===== src/rtl/dvi_src_sched.sv =====
// Frame-synchronous pixel-source scheduler: round-robin between two renderers, colour bars when idle.
// Optional frame counter enabled by defining DVI_SRC_SCHED_FRAME_CNT_EN.
module dvi_src_sched #(
  parameter int unsigned COLOR_W        = 8,
  parameter int unsigned X_POS_W        = 10,
  parameter int unsigned Y_POS_W        = 10,
  parameter int unsigned STARTUP_FRAMES = 4,
  parameter int unsigned BAR_W          = 80
) (
  input  logic               clk_i,
  input  logic               rst_i,
  input  logic               vsync_i,
  input  logic [X_POS_W-1:0] x_i,
  input  logic [Y_POS_W-1:0] y_i,
  input  logic               req_a_i,
  input  logic               req_b_i,
  input  logic [COLOR_W-1:0] red_a_i,
  input  logic [COLOR_W-1:0] green_a_i,
  input  logic [COLOR_W-1:0] blue_a_i,
  input  logic [COLOR_W-1:0] red_b_i,
  input  logic [COLOR_W-1:0] green_b_i,
  input  logic [COLOR_W-1:0] blue_b_i,
  output logic               gnt_a_o,
  output logic               gnt_b_o,
  output logic               test_o,
  output logic [COLOR_W-1:0] red_o,
  output logic [COLOR_W-1:0] green_o,
  output logic [COLOR_W-1:0] blue_o,
  output logic [15:0]        frame_cnt_o
);

  localparam int unsigned WU_W  = (STARTUP_FRAMES < 2) ? 1 : $clog2(STARTUP_FRAMES + 1);
  localparam int unsigned PIX_W = (BAR_W < 2) ? 1 : $clog2(BAR_W + 1);

  typedef enum logic [1:0] {BLANK, TEST, RUN_A, RUN_B} state_t;

  state_t          state;
  state_t          arb;
  logic            vs_q;
  logic            fb;
  logic            last_gnt_b;
  logic [WU_W-1:0] wu_cnt;

  logic unused_y;
  assign unused_y = ^y_i;

  assign fb = vsync_i & ~vs_q;

  always_comb begin
    arb = TEST;
    if (state == RUN_A && req_a_i)      arb = RUN_A;
    else if (state == RUN_B && req_b_i) arb = RUN_B;
    else if (req_a_i && req_b_i)        arb = last_gnt_b ? RUN_A : RUN_B;
    else if (req_a_i)                   arb = RUN_A;
    else if (req_b_i)                   arb = RUN_B;
  end

  always_ff @(posedge clk_i) begin
    if (rst_i) begin
      state      <= BLANK;
      vs_q       <= 1'b0;
      wu_cnt     <= WU_W'(STARTUP_FRAMES);
      last_gnt_b <= 1'b1;
      gnt_a_o    <= 1'b0;
      gnt_b_o    <= 1'b0;
      test_o     <= 1'b0;
    end else begin
      vs_q <= vsync_i;
      if (fb) begin
        if (state == BLANK && wu_cnt != WU_W'(1)) begin
          wu_cnt <= wu_cnt - WU_W'(1);
        end else begin
          state   <= arb;
          gnt_a_o <= (arb == RUN_A);
          gnt_b_o <= (arb == RUN_B);
          test_o  <= (arb == TEST);
          if (arb == RUN_A) last_gnt_b <= 1'b0;
          if (arb == RUN_B) last_gnt_b <= 1'b1;
        end
      end
    end
  end

  // Counters track the bar of the current pixel assuming x advances by one per clock.
  logic [PIX_W-1:0] pix_q, pix_cur;
  logic [2:0]       bar_q, bar_cur;

  always_comb begin
    pix_cur = '0;
    bar_cur = '0;
    if (x_i != '0) begin
      if (pix_q == PIX_W'(BAR_W - 1)) begin
        pix_cur = '0;
        bar_cur = (bar_q == 3'd7) ? 3'd7 : bar_q + 3'd1;
      end else begin
        pix_cur = pix_q + PIX_W'(1);
        bar_cur = bar_q;
      end
    end
  end

  always_ff @(posedge clk_i) begin
    if (rst_i) begin
      pix_q   <= '0;
      bar_q   <= '0;
      red_o   <= '0;
      green_o <= '0;
      blue_o  <= '0;
    end else begin
      pix_q <= pix_cur;
      bar_q <= bar_cur;
      case (state)
        RUN_A: begin
          red_o   <= red_a_i;
          green_o <= green_a_i;
          blue_o  <= blue_a_i;
        end
        RUN_B: begin
          red_o   <= red_b_i;
          green_o <= green_b_i;
          blue_o  <= blue_b_i;
        end
        TEST: begin
          red_o   <= {COLOR_W{~bar_cur[1]}};
          green_o <= {COLOR_W{~bar_cur[2]}};
          blue_o  <= {COLOR_W{~bar_cur[0]}};
        end
        default: begin
          red_o   <= '0;
          green_o <= '0;
          blue_o  <= '0;
        end
      endcase
    end
  end

`ifdef DVI_SRC_SCHED_FRAME_CNT_EN
  logic [15:0] fcnt;
  always_ff @(posedge clk_i) begin
    if (rst_i)   fcnt <= '0;
    else if (fb) fcnt <= fcnt + 16'd1;
  end
  assign frame_cnt_o = fcnt;
`else
  assign frame_cnt_o = '0;
`endif

endmodule

===== config.mk =====
export PLATFORM = sky130hd
export DESIGN_NAME = dvi_src_sched
export DESIGN_NICKNAME = d
export VERILOG_FILES = /design/src/rtl/dvi_src_sched.sv
export SDC_FILE = /design/constraint.sdc
export NUM_CORES = 1
export LEC_CHECK = 0
export ABC_AREA = 1
export CORE_MARGIN = 8
export CORE_UTILIZATION = 36
export DETAILED_ROUTE_END_ITERATION = 7
export PLACE_DENSITY_LB_ADDON = 0.15
export RECOVER_POWER = 25
export SLEW_MARGIN = 20
export SYNTH_ARGS = -nofsm -noshare
export SYNTH_HDL_FRONTEND = slang
export SYNTH_SLANG_ARGS = --single-unit

===== constraint.sdc =====
create_clock -name clk_i -period 1.2 [get_ports clk_i]
set_input_delay 0.18 -clock clk_i [delete_from_list [all_inputs] [get_ports clk_i]]
set_output_delay 0.18 -clock clk_i [all_outputs]
set_load 0.03 [all_outputs]

==> run_results.csv <==
group,metric,value,unit
clock_network,clkTransAtPathRegs,0.08,ns
setup_path,cp_slowest_stage_delay,0.32,ns
min_path,min-delay-path-class,"input pin to flip-flop",
floorplanning,die_h,96.4,um
setup_path,startpoint,"bar_q[0]$_SDFF_PP0_",
clock_network,cts-root-buf,"clkbuf_8",
clock_network,cts_tree,"done",
run,drv_cap,0,
timing,setup_viol,34,
power_and_ir_drop,p_leak,1.52,nW
final_layout,finalNonFillerCells,476,
synthesis,syn_area_per_cell,7.79,um2
synthesis,ys_warn_count,0,
global_routing,grt_pass1_wl,9480,um
timing,hold_slack,0.207,ns
min_path,whs_endpoint,"last_gnt_b$_SDFFE_PP1P_",
placed_design,placedCellCount,467,
global_routing,grt_use_total,12.8,%
global_routing,grt_max_degree,42,
setup_path,cp_slowest_cell,"dfxtp_1",
timing,rsz0062_at_grt,"yes",
clock_network,numCtsBuffers,5,
final_layout,fin_util,56.6,%
setup_path,timing.rr.end,"red_o[7]$_SDFF_PP0_",
detailed_routing,vias_per_cell,4.51,
timing,hold_violations,0,
setup_path,critPathLaunchType,"flip-flop",
timing,post-route-period-util,106,%
clock_network,cts.sinks,44,
setup_path,rr_worst_depth,6,
timing,timing.fmax,0.784,GHz
detailed_routing,postRouteAntennaNets,0,
timing,drv_slew,0,
timing,tns,-1.52,ns
final_layout,layout-drive-gt1-share,28.1,%
floorplanning,ios,116,
setup_path,r2r_setup_slack,-0.08,ns
timing,final.min_clock_period,1.28,ns
power_and_ir_drop,vdd_drop_max,0.776,mV
detailed_routing,drtPass1Iterations,4,
placed_design,dp_hpwl,4660,um
floorplanning,rows,29,
floorplanning,dieWidth,96.4,um
detailed_routing,wl_per_cell,12.9,um
setup_path,cp_cell_sequence,"ha_1, a21oi_1, nand2_1, nand3_2, nand2_4, a21oi_2",
synthesis,synth_cell_types,33,
detailed_routing,wl,6130,um
timing,finalClockSkew,0.00483,ns
global_routing,grt_pass1_vias,2060,
floorplanning,die-area,9300,um2
final_layout,areaGrowthSynthToFinish,53.4,%
setup_path,cp.required,1.43,ns
setup_path,crit_arrival,1.50,ns
min_path,hold_depth,3,
placed_design,placed_cell_area,3430,um2
power_and_ir_drop,total_power,2.96,mW
floorplanning,core_area,6310,um2
setup_path,cp-end-kind,"flip-flop",
placed_design,post-place-ws,-0.330,ns
final_layout,final_cell_area,3570,um2
setup_path,criticalPathCategory,"flip-flop to flip-flop",
min_path,min-delay-start,"rst_i",
floorplanning,initial_core_util,36.9,%
detailed_routing,drc_errors,0,
final_layout,fin_nets,476,
clock_network,cts.path.max_buffers,2,
global_routing,overflow,0,
synthesis,seq_area_frac_synth,37.8,%
synthesis,synth_area,2330,um2
final_layout,antenna_cells,0,
setup_path,crit_fanout,8,
global_routing,antenna_found_initial,0,
detailed_routing,initialDrtViolationCount,71,
synthesis,synthCells,299,
placed_design,port_buffers,89,
detailed_routing,vias,2148,
status,violations,"setup timing",
power_and_ir_drop,powerDensity,830,nW/um2
synthesis,ys_ff_latch,44,
placed_design,gp_congestion,0.754,
clock_network,clkLatencyLatePin,0.28,ns
status,run_status,"complete, but fails checks",
setup_path,r2r-start,"bar_q[0]$_SDFF_PP0_",
timing,postLayoutSetupSlackWorst,-0.0755,ns
clock_network,htree_num_levels,2,
==> cell usage after synthesis <==
library cell,instances,area [um2]
xnor2_1,1,8.76
and2_4,1,8.76
conb_1,1,3.75
nand2_1,41,154
dfxtp_1,44,881
inv_6,1,8.76
xor2_1,3,26.3
nor2_4,2,22.5
nand2_4,4,45.0
ha_1,4,50.1
inv_2,1,3.75
nor3b_1,1,7.51
nand4_1,1,6.26
inv_1,36,135
a21boi_0,1,7.51
o21bai_1,2,15.0
nand3_2,3,30.0
o21ai_0,3,15.0
nand3_1,51,255
nor2_8,1,20.0
o21ai_1,1,5.00
nor2_2,7,43.8
buf_4,19,143
buf_6,1,11.3
nand3_4,1,17.5
or2_2,1,6.26
a21oi_1,12,60.1
or2_1,2,12.5
nor3_1,1,5.00
nor2_1,16,60.1
a21oi_2,20,175
nand2_2,4,25.0
buf_2,12,60.1
==> sequential cells by signal (all words and copies together) (netlist names) <==
name,flops
blue_o,8
green_o,8
red_o,8
pix_q,7
bar_q,3
wu_cnt,3
state,2
gnt_a_o,1
gnt_b_o,1
last_gnt_b,1
test_o,1
vs_q,1
==> worst max-delay path, delay by kind of cell (launching register included) <==
kind / cells / cell delay, ns
AND/OR/NAND/NOR: 3 / 0.32
AO/OA/AOI/OAI: 2 / 0.28
adder cells (fa/ha/maj): 1 / 0.28
flip-flops: 1 / 0.32
==> cells by family (layout without fill, tap and decap cells) <==
| logic type | after synthesis | after routing | share of synthesized area [%] |
|---|---|---|---|
| AND/OR/NAND/NOR | 137 | 137 | 30.9 |
| buffers and inverters | 70 | 155 | 15.5 |
| flip-flops | 44 | 44 | 37.8 |
| AO/OA/AOI/OAI | 39 | 39 | 11.9 |
| adder cells (fa/ha/maj) | 4 | 4 | 2.15 |
| XOR/XNOR | 4 | 4 | 1.50 |
| other | 1 | 16 | 0.161 |
==> layout make-up <==
cell class,instances,area [um2]
well taps,77,96.3
clock inverters,1,5.00
fillers,602,2740
multi-input cells,200,1250
repair buffers,110,1110
inverters,38,148
clock buffers,6,72.6
flip-flops and latches,44,887
==> cell usage in the layout (no fill, tap or decap), drive strengths merged <==
cell and count:
ha 4, and2 1, xor2 3, dlymetal6s2s 2, nand4 1, a21boi 1, inv 38, dlygate4sd3 1
xnor2 1, dlygate4sd2 1, nand2 49, conb 16, dfxtp 44, nor3b 1, clkinv 1, nor2 26
clkdlybuf4s15 6, o21bai 2, clkdlybuf4s50 60, buf 32, o21ai 4, a21oi 32, or2 3, nor3 1
clkbuf 14, nand3 55
==> where the power goes <==
group          switching (mW)  leakage, nW  total [mW]  internal (mW)
Sequential             0.0286        0.358        1.53           1.50
Clock                   0.456       0.0410       0.852          0.396
Combinational           0.278         1.12       0.582          0.304
==> worst max path at each step <==
stage | to | slack, ns | cells after the start
final | red_o[7]$_SDFF_PP0_ | -0.08 | 6
after global routing | red_o[6]$_SDFF_PP0_ | -0.22 | 6
after CTS | green_o[0]$_SDFF_PP0_ | -0.06 | 8
after detailed placement | pix_q[6]$_SDFF_PP0_ | -0.33 | 8
after global placement | pix_q[6]$_SDFF_PP0_ | -0.30 | 8
after floorplan | blue_o[1]$_SDFF_PP0_ | 0.02 | 6
==> metal layers <==
metal | track usage, % | up-vias | part of all wire [%]
li1 | - | 1117 | -
met1 | 15.6 | 963 | 41
met2 | 21.5 | 66 | 51
met3 | 3.71 | 2 | 8.0
met4 | 3.78 | 0 | 0.55
met5 | 0 | - | 0
==> what timing repair did <==
action                                  CTS  global route
endpoints found under the setup margin   44            51
setup buffers                             1             1
hold buffers                              0             0
gates resized for setup                  24            33
pin swaps                                 9            10
No activity file was read; power rests on OpenSTA's default activity.
